==> src/rtl/garp_mem_bus_master.sv <==
// garp_mem_bus_master: sequences burst descriptors and 48-bit write beats onto the
//   Garp array memory bus, waits LAT cycles, and returns each column sample as a response.
// Latency: FETCH handshake at edge t -> drive visible t+1, sample end of t+LAT, rsp_valid at t+LAT+1.
// Backpressure: one beat in flight; wr_ready is low outside FETCH, and RESP holds until rsp_ready.
//
// Ports:
//   clk, reset                 clock, asynchronous active-high reset
//   burst_valid/ready/addr/len descriptor: first row and beats-minus-one
//   wr_valid/ready/data        write beats, column k in bits [BITS*k +: BITS]
//   rsp_valid/ready/data/addr/last  captured column outputs per beat
//   abort                      cancel the current burst (no done pulse)
//   busy, done                 status; done pulses once after the last response
//   io_addr, io_mem_bus_in_*   registered row address and column drive to the array
//   io_mem_bus_out_*           column results from the array
module garp_mem_bus_master #(
  parameter int COLS   = 24,
  parameter int BITS   = 2,
  parameter int ADDR_W = 5,
  parameter int LAT    = 1
) (
  input  logic                   clk,
  input  logic                   reset,
  input  logic                   burst_valid,
  output logic                   burst_ready,
  input  logic [ADDR_W-1:0]      burst_addr,
  input  logic [ADDR_W-1:0]      burst_len,
  input  logic                   wr_valid,
  output logic                   wr_ready,
  input  logic [COLS*BITS-1:0]   wr_data,
  output logic                   rsp_valid,
  input  logic                   rsp_ready,
  output logic [COLS*BITS-1:0]   rsp_data,
  output logic [ADDR_W-1:0]      rsp_addr,
  output logic                   rsp_last,
  input  logic                   abort,
  output logic                   busy,
  output logic                   done,
  output logic [ADDR_W-1:0]      io_addr,
  output logic [BITS-1:0]        io_mem_bus_in_0,
  output logic [BITS-1:0]        io_mem_bus_in_1,
  output logic [BITS-1:0]        io_mem_bus_in_2,
  output logic [BITS-1:0]        io_mem_bus_in_3,
  output logic [BITS-1:0]        io_mem_bus_in_4,
  output logic [BITS-1:0]        io_mem_bus_in_5,
  output logic [BITS-1:0]        io_mem_bus_in_6,
  output logic [BITS-1:0]        io_mem_bus_in_7,
  output logic [BITS-1:0]        io_mem_bus_in_8,
  output logic [BITS-1:0]        io_mem_bus_in_9,
  output logic [BITS-1:0]        io_mem_bus_in_10,
  output logic [BITS-1:0]        io_mem_bus_in_11,
  output logic [BITS-1:0]        io_mem_bus_in_12,
  output logic [BITS-1:0]        io_mem_bus_in_13,
  output logic [BITS-1:0]        io_mem_bus_in_14,
  output logic [BITS-1:0]        io_mem_bus_in_15,
  output logic [BITS-1:0]        io_mem_bus_in_16,
  output logic [BITS-1:0]        io_mem_bus_in_17,
  output logic [BITS-1:0]        io_mem_bus_in_18,
  output logic [BITS-1:0]        io_mem_bus_in_19,
  output logic [BITS-1:0]        io_mem_bus_in_20,
  output logic [BITS-1:0]        io_mem_bus_in_21,
  output logic [BITS-1:0]        io_mem_bus_in_22,
  output logic [BITS-1:0]        io_mem_bus_in_23,
  input  logic [BITS-1:0]        io_mem_bus_out_0,
  input  logic [BITS-1:0]        io_mem_bus_out_1,
  input  logic [BITS-1:0]        io_mem_bus_out_2,
  input  logic [BITS-1:0]        io_mem_bus_out_3,
  input  logic [BITS-1:0]        io_mem_bus_out_4,
  input  logic [BITS-1:0]        io_mem_bus_out_5,
  input  logic [BITS-1:0]        io_mem_bus_out_6,
  input  logic [BITS-1:0]        io_mem_bus_out_7,
  input  logic [BITS-1:0]        io_mem_bus_out_8,
  input  logic [BITS-1:0]        io_mem_bus_out_9,
  input  logic [BITS-1:0]        io_mem_bus_out_10,
  input  logic [BITS-1:0]        io_mem_bus_out_11,
  input  logic [BITS-1:0]        io_mem_bus_out_12,
  input  logic [BITS-1:0]        io_mem_bus_out_13,
  input  logic [BITS-1:0]        io_mem_bus_out_14,
  input  logic [BITS-1:0]        io_mem_bus_out_15,
  input  logic [BITS-1:0]        io_mem_bus_out_16,
  input  logic [BITS-1:0]        io_mem_bus_out_17,
  input  logic [BITS-1:0]        io_mem_bus_out_18,
  input  logic [BITS-1:0]        io_mem_bus_out_19,
  input  logic [BITS-1:0]        io_mem_bus_out_20,
  input  logic [BITS-1:0]        io_mem_bus_out_21,
  input  logic [BITS-1:0]        io_mem_bus_out_22,
  input  logic [BITS-1:0]        io_mem_bus_out_23
);

  localparam int W = COLS * BITS;
  // The wait counter is 4 bits wide, which covers the legal LAT range 1..15.
  localparam logic [3:0] LAT_CNT = 4'(LAT);

  typedef enum logic [1:0] {
    ST_IDLE,
    ST_FETCH,
    ST_WAIT,
    ST_RESP
  } state_t;

  state_t              state_q, state_d;
  logic [ADDR_W-1:0]   cur_addr_q, cur_addr_d;
  logic [ADDR_W-1:0]   remaining_q, remaining_d;
  logic [3:0]          wait_cnt_q, wait_cnt_d;
  logic [ADDR_W-1:0]   io_addr_q, io_addr_d;
  logic [W-1:0]        io_in_q, io_in_d;
  logic [W-1:0]        rsp_data_q, rsp_data_d;
  logic [ADDR_W-1:0]   rsp_addr_q, rsp_addr_d;
  logic                rsp_last_q, rsp_last_d;
  logic                busy_q, busy_d;
  logic                done_q, done_d;
  logic [W-1:0]        bus_out;

  // Column results gathered into one word, column 0 in the low bits.
  assign bus_out = {io_mem_bus_out_23, io_mem_bus_out_22, io_mem_bus_out_21, io_mem_bus_out_20,
                    io_mem_bus_out_19, io_mem_bus_out_18, io_mem_bus_out_17, io_mem_bus_out_16,
                    io_mem_bus_out_15, io_mem_bus_out_14, io_mem_bus_out_13, io_mem_bus_out_12,
                    io_mem_bus_out_11, io_mem_bus_out_10, io_mem_bus_out_9,  io_mem_bus_out_8,
                    io_mem_bus_out_7,  io_mem_bus_out_6,  io_mem_bus_out_5,  io_mem_bus_out_4,
                    io_mem_bus_out_3,  io_mem_bus_out_2,  io_mem_bus_out_1,  io_mem_bus_out_0};

  // Abort gates both handshakes so a cancel never races with an accepted beat.
  assign burst_ready = (state_q == ST_IDLE);
  assign wr_ready    = (state_q == ST_FETCH) && !abort;
  assign rsp_valid   = (state_q == ST_RESP) && !abort;

  always_comb begin
    state_d     = state_q;
    cur_addr_d  = cur_addr_q;
    remaining_d = remaining_q;
    wait_cnt_d  = wait_cnt_q;
    io_addr_d   = io_addr_q;
    io_in_d     = io_in_q;
    rsp_data_d  = rsp_data_q;
    rsp_addr_d  = rsp_addr_q;
    done_d      = 1'b0;

    unique case (state_q)
      ST_IDLE: begin
        if (burst_valid) begin
          cur_addr_d  = burst_addr;
          remaining_d = burst_len;
          state_d     = ST_FETCH;
        end
      end
      ST_FETCH: begin
        if (abort) begin
          state_d = ST_IDLE;
        end else if (wr_valid) begin
          io_addr_d  = cur_addr_q;
          io_in_d    = wr_data;
          wait_cnt_d = LAT_CNT;
          state_d    = ST_WAIT;
        end
      end
      ST_WAIT: begin
        if (abort) begin
          // The in-flight beat is dropped: no capture into the response registers.
          state_d = ST_IDLE;
        end else begin
          wait_cnt_d = wait_cnt_q - 4'd1;
          if (wait_cnt_q == 4'd1) begin
            rsp_data_d = bus_out;
            rsp_addr_d = cur_addr_q;
            state_d    = ST_RESP;
          end
        end
      end
      ST_RESP: begin
        if (abort) begin
          state_d = ST_IDLE;
        end else if (rsp_ready) begin
          if (remaining_q == '0) begin
            state_d = ST_IDLE;
            done_d  = 1'b1;
          end else begin
            cur_addr_d  = cur_addr_q + ADDR_W'(1);
            remaining_d = remaining_q - ADDR_W'(1);
            state_d     = ST_FETCH;
          end
        end
      end
      default: state_d = ST_IDLE;
    endcase

    // Status outputs are registered from the next state so they line up with it.
    busy_d     = (state_d != ST_IDLE);
    rsp_last_d = (state_d == ST_RESP) && (remaining_d == '0);
  end

  always_ff @(posedge clk or posedge reset) begin
    if (reset) begin
      state_q     <= ST_IDLE;
      cur_addr_q  <= '0;
      remaining_q <= '0;
      wait_cnt_q  <= '0;
      io_addr_q   <= '0;
      io_in_q     <= '0;
      rsp_data_q  <= '0;
      rsp_addr_q  <= '0;
      rsp_last_q  <= 1'b0;
      busy_q      <= 1'b0;
      done_q      <= 1'b0;
    end else begin
      state_q     <= state_d;
      cur_addr_q  <= cur_addr_d;
      remaining_q <= remaining_d;
      wait_cnt_q  <= wait_cnt_d;
      io_addr_q   <= io_addr_d;
      io_in_q     <= io_in_d;
      rsp_data_q  <= rsp_data_d;
      rsp_addr_q  <= rsp_addr_d;
      rsp_last_q  <= rsp_last_d;
      busy_q      <= busy_d;
      done_q      <= done_d;
    end
  end

  assign rsp_data = rsp_data_q;
  assign rsp_addr = rsp_addr_q;
  assign rsp_last = rsp_last_q;
  assign busy     = busy_q;
  assign done     = done_q;
  assign io_addr  = io_addr_q;

  assign io_mem_bus_in_0  = io_in_q[0*BITS  +: BITS];
  assign io_mem_bus_in_1  = io_in_q[1*BITS  +: BITS];
  assign io_mem_bus_in_2  = io_in_q[2*BITS  +: BITS];
  assign io_mem_bus_in_3  = io_in_q[3*BITS  +: BITS];
  assign io_mem_bus_in_4  = io_in_q[4*BITS  +: BITS];
  assign io_mem_bus_in_5  = io_in_q[5*BITS  +: BITS];
  assign io_mem_bus_in_6  = io_in_q[6*BITS  +: BITS];
  assign io_mem_bus_in_7  = io_in_q[7*BITS  +: BITS];
  assign io_mem_bus_in_8  = io_in_q[8*BITS  +: BITS];
  assign io_mem_bus_in_9  = io_in_q[9*BITS  +: BITS];
  assign io_mem_bus_in_10 = io_in_q[10*BITS +: BITS];
  assign io_mem_bus_in_11 = io_in_q[11*BITS +: BITS];
  assign io_mem_bus_in_12 = io_in_q[12*BITS +: BITS];
  assign io_mem_bus_in_13 = io_in_q[13*BITS +: BITS];
  assign io_mem_bus_in_14 = io_in_q[14*BITS +: BITS];
  assign io_mem_bus_in_15 = io_in_q[15*BITS +: BITS];
  assign io_mem_bus_in_16 = io_in_q[16*BITS +: BITS];
  assign io_mem_bus_in_17 = io_in_q[17*BITS +: BITS];
  assign io_mem_bus_in_18 = io_in_q[18*BITS +: BITS];
  assign io_mem_bus_in_19 = io_in_q[19*BITS +: BITS];
  assign io_mem_bus_in_20 = io_in_q[20*BITS +: BITS];
  assign io_mem_bus_in_21 = io_in_q[21*BITS +: BITS];
  assign io_mem_bus_in_22 = io_in_q[22*BITS +: BITS];
  assign io_mem_bus_in_23 = io_in_q[23*BITS +: BITS];

endmodule

==> config.mk <==
export PLATFORM = sky130hd
export DESIGN_NAME = garp_mem_bus_master
export DESIGN_NICKNAME = d
export VERILOG_FILES = /design/src/rtl/garp_mem_bus_master.sv
export SDC_FILE = /design/constraint.sdc
export NUM_CORES = 1
export LEC_CHECK = 0
export CORE_UTILIZATION = 47
export CTS_BUF_LIST = sky130_fd_sc_hd__clkbuf_2 sky130_fd_sc_hd__clkbuf_4 sky130_fd_sc_hd__clkbuf_8
export DETAILED_ROUTE_END_ITERATION = 10
export PLACE_DENSITY = 0.95
export SETUP_SLACK_MARGIN = 0.1
export SYNTH_ARGS = -nofsm -noshare
export SYNTH_HDL_FRONTEND = slang
export SYNTH_SLANG_ARGS = --single-unit
==> constraint.sdc <==
create_clock -name clk -period 7 [get_ports clk]
set_input_delay 0.7 -clock clk [delete_from_list [all_inputs] [get_ports clk]]
set_output_delay 0.7 -clock clk [all_outputs]
set_load 0.02 [all_outputs]
Word level (Yosys, flattened, before mapping) --
Index checks and enable logic that the tools add are counted.
Word-level totals: flip-flop bits (word level) 125, word-level logic and storage cells 68
Cells by class: reductions and logical operators 14, $add $sub $neg 3, equal/unequal tests 12, bitwise gates (word level) 1, mux-type cells 27
Operators by type and width (number):
- 5-bit two-way mux | 8
- 5-bit one-hot mux with 2 select lines | 2
- 2-bit two-way mux | 7
- 2-bit inequality test (second input constant) | 7
- 4-bit two-way mux | 3
- 5-bit logical NOT | 2
- 2-bit one-hot mux with 4 select lines | 1
- 4-bit one-hot mux with 2 select lines | 1
- 2-bit == test (second input constant) | 3
- 3-bit AND reduction | 2
- 2-bit nonzero test | 3
- 5-bit by 1-bit adder with 5-bit output (second input constant) | 1
- 1-bit two-way mux | 5
- 5-bit AND reduction | 1
- 5-bit by 1-bit subtractor with 5-bit output (second input constant) | 1
- 4-bit by 1-bit == test with 1-bit output (second input constant) | 1
- 4-bit AND reduction | 1
- 4-bit by 1-bit subtractor with 4-bit output (second input constant) | 1
- 1-bit logical AND | 3
- 2-bit by 1-bit == test with 1-bit output (second input constant) | 1
- 2-bit logical NOT | 1
- 1-bit logical NOT | 1
- 1-bit NOT | 1

Longest topological paths before layout --
depth after elaboration 7, depth in mapped cells 8, mapped depth without buffers 7

Worst setup path after synthesis --
Ideal clock, no wire load.
kind register -> register, start point reg state_q[0], end point reg rsp_last_q, in the netlist rsp_last, library setup time 0.096 ns, path buffers 0, cell stages (with the launch flop) 8, clock period less this slack 2.185 ns, required time 6.904 ns, data arrival time 2.089 ns, path slack 4.815 ns, cells stage by stage dfrtp_1 -> inv_1 -> ha_1 -> nor2b_1 -> and2_1 -> a211oi_1 -> or4_1 -> nor4_2
Between the ends: elaborated cells on any way between the ends 16
RTL lines:
- start, declared | RTL line 100 | state_t state_q, state_d;
- start signal, assigned | RTL line 204 | state_q <= state_d;
- 2-bit logical NOT *
- via burst_ready | RTL line 24 | output logic burst_ready,
- 2-bit one-hot mux with 4 select lines or 5-bit one-hot mux with 2 select lines (tied branches) | RTL line 137 | unique case (state_q)
- 2-bit == test or 5-bit logical NOT (tied branches) | RTL line 187 | rsp_last_d = (state_d == ST_RESP) && (remaining_d == '0);
- 1-bit logical AND * | RTL line 187
- via rsp_last_d | RTL line 108 | logic rsp_last_q, rsp_last_d;
- end signal, assigned | RTL line 212 | rsp_last_q <= rsp_last_d;
- end, declared | RTL line 108
The timed path passes the listed nets; every way through them passes the cells marked *. A chain may end at the register's enable or synchronous reset.

Worst setup path in the final report --
start point reg state_q[0], end point out rsp_valid
Between the ends: cells in the longest elaborated chain, start to end 2
RTL lines:
- 2-bit == test | RTL line 124 | assign rsp_valid = (state_q == ST_RESP) && !abort;
- 1-bit logical AND | RTL line 124
- end, declared | RTL line 30 | output logic rsp_valid,
No other way between the ends.

==> impl_results.md <==
- Outcome: complete, no violations
- Path class of the lowest-slack min-delay path: register to register
- Portion of synthesized cell area occupied by the leading cell type: 60.3%
- Initial standard-cell utilization of the core: 49.4%
- Proportion of synthesized chip area in sequential cells: 60.3%
- TritonCTS clock tree: built
- Std-Cell Core Area: 10,500 um^2
- Capturing point of the worst reg2reg path: rsp_last$_DFF_PP0_
- Worst vdd ir: approximately 280 uV
- Overall track demand over capacity in global routing: 24.1%
- Cell area power density: 438 nW/um^2
- Overall die area: 11,500 um^2
- Worst stage delay on the critical path: 0.66 ns
- Drt pass-1 iters: 4
- 1st-iter DRT viols: roughly 180
- HPWL reported at the end of detailed placement: roughly 9600 um
- Number of global-route vias before repair: 4,212
- Worst Reg2Reg Path Length in Cells: 8
- Layout cells sized above 1: 24.6%
- Hold Crit Depth: 1
- Final Hold Viols: 0
- Beginning of the worst register-to-register path: state_q[0]$_DFF_PP0_
- Buffers on Ports: 223
- Clk sinks: 125
- Worst reg-to-reg setup slack: 3.83 ns
- Number of synthesized flops with an enable pin: 0
- Diodes inserted: 0
- Worst Hold Path EP: io_in_q[4]$_DFFE_PP0P_
- Worst hold-check slack: 0.508 ns
- Count of final max-slew check failures: 0
- Capturing element type of the critical path: output port
- Clock latency reported for the late side of the worst-skew pair: roughly 0.43 ns
- Layout-stage area growth over the synthesis result: 54.3%
- Worst Setup Slack, final: 3.73 ns
- Horiz. Die Dim: 107 um
- Final setup viols: 0
- Relative slew margins: about a third
- Pin count of the biggest net entering global routing: 79
- Post-DRT Antenna Nets: 0
- DRC errors left: 0
- Series of cell instances along the critical path: ha_1 -> inv_1 -> nor2_1 -> clkdlybuf4s50_1
- Routed wire length: 13,300 um
- Maximum root-to-sink buffer count: 2
- Num CTS Buffers: 17
- Leftover overflow at the end of global routing: 0
- Startpoint types: register
- Most frequent cell after synthesis: dfrtp_1
- Worst setup slack after placement: around 3.4 ns
- Yosys warning count: 0
- Crit-path leading delay family: buffers and inverters
- Vias after detailed routing: 3,880
- Clock period minus final worst setup slack: 3.27 ns
- Power Total: 0.00350 W
- Library cell contributing the largest single delay on the critical path: ha_1
- Type of the setup path with the least slack: register to output port
- Post-CTS setup repair buffer count: 0
- Setup repair after global routing missed its margin: false
- Arr. time, crit path: ~2.6 ns
- Synth Register Bits: 125
- Cell taking the most area after synthesis: dfrtp_1
- Per-cell routed wire length: 17.9 um
- Die Y-Extent: around 110 um
- Net count after synthesis: 484
- # H-tree levels: 4
- Vias per inst: 5.23
- Share of async-settable or async-resettable flops after synthesis: 100%
- Largest fanout on the critical path: 20
- Site Rows: 37
- Leading post-synthesis cells by cell area: dfrtp_1 60%, mux2_2 23%, ha_1 1.9%
- Number of buffers inserted for hold repair after clock tree synthesis: 0
- Largest clock skew in the final design: 0.00760 ns
- Cell Count Post-Placement: 710
- Buffer type at the clock tree root: clkbuf_8
- IO Count: between 200 and 250
- Post-route non-filler standard cell count: 742
- Share of the cycle needed by the critical path after routing: around 47%
- Data required time of the critical path: ~6.3 ns
- Net count of the finished layout: 713
- Final-layout setup total negative slack: 0 ns
- Commonest cells in the synthesized netlist: 125 x dfrtp_1, 106 x mux2_2, 15 x nand2_1
- Max Clock Freq: just over 300 MHz
- Yosys cell types: 49
- Worst hold path startpoint: io_in_q[4]$_DFFE_PP0P_
- Standby leakage power: 3.41 nW
- Bufs and invs on worst path: 2
- Final-layout fill cell count: roughly 650
- Gate count of the mapped netlist: 364
- Max-cap violations: 0
- Global-route wire length before repair: 20,800 um
- Routability-driven placement congestion ratio: 0.854
- Syn avg cell area: approximately 14 um^2
- Main flop type after synthesis: dfrtp_1
- Resized Gates After CTS: 0
- Clock transition at the registers of the reported paths: 0.07 ns
- Initial antenna violation count: 0
- Worst-margin pin slew: 0.979 ns
- Post-synthesis instance area: 5190 um^2
[cells by family after synthesis]
group | synth area share, %
AOI/OAI and AO/OA | 5.31
adders and majority gates | 1.93
buffers and inverters | 2.36
DFF | 60.3
muxes | 24.0
and+or+nand+nor | 6.15
[cell type report]
type / instances / area, um^2 / share of cell area [%]
sequential: 125 / 3130 / 39.1
clock buffer: 21 / 277 / 3.45
multi-input combinational: 211 / 1940 / 24.2
tap: 136 / 170 / 2.13
clock inverter: 11 / 189 / 2.36
timing repair buffer: 226 / 2250 / 28.2
inverter: 12 / 47.5 / 0.594
[routing by layer]
| metal | vias up | GRT usage [%] | share of wire (%) |
|---|---|---|---|
| li1 | 1766 | - | - |
| met1 | 1893 | 26.8 | 38 |
| met2 | 197 | 42.3 | 51 |
| met3 | 24 | 8.88 | 9.1 |
| met4 | 0 | 8.81 | 2.0 |
| met5 | - | 0 | 0 |
[sequential cells by signal, summed over array words and instances (netlist names)]
register     flops
state_q          2
rsp_addr         5
rsp_data        48
io_addr          5
rsp_last         1
busy             1
io_in_q         48
done             1
wait_cnt_q       4
cur_addr_q       5
remaining_q      5
[power breakdown]
part           total (W)  switching [W]  internal [W]
Sequential       0.00123       0.000196       0.00103
Combinational    0.00155       0.000726      0.000820
Clock           0.000728       0.000279      0.000450
[through the flow]
| step | instance area (um^2) | utilization [%] |
|---|---|---|
| floorplan | 5190 | - |
| global placement | 7540 | 71.7 |
| detailed placement | 7540 | 71.7 |
| CTS | 8000 | 76.2 |
| global route | 8000 | 76.2 |
| finish | 8000 | 76.2 |
[how the worst max path moves through the flow]
stage / start / end / cells after the start
3_3_place_gp: abort / rsp_last$_DFF_PP0_ / 6
2_1_floorplan: reset / busy$_DFF_PP0_ / 1
3_5_place_dp: abort / rsp_last$_DFF_PP0_ / 6
5_1_grt: state_q[1]$_DFF_PP0_ / rsp_valid / 4
6_report: state_q[0]$_DFF_PP0_ / rsp_valid / 4
4_1_cts: state_q[1]$_DFF_PP0_ / rsp_valid / 4
[placed cells by master, fill, tap and decap left out, types with 4 or more instances in the layout]
cell type / n
inv_1: 10
clkbuf_8: 19
mux2_2: 106
ha_1: 8
nand2b_1: 5
mux2i_1: 5
nor2_1: 6
dfrtp_1: 125
o21ai_0: 12
a21oi_1: 6
bufinv_16: 5
nand2_1: 15
clkdlybuf4s50_1: 223
nor2b_1: 4
(Power assumes the default switching activity.)
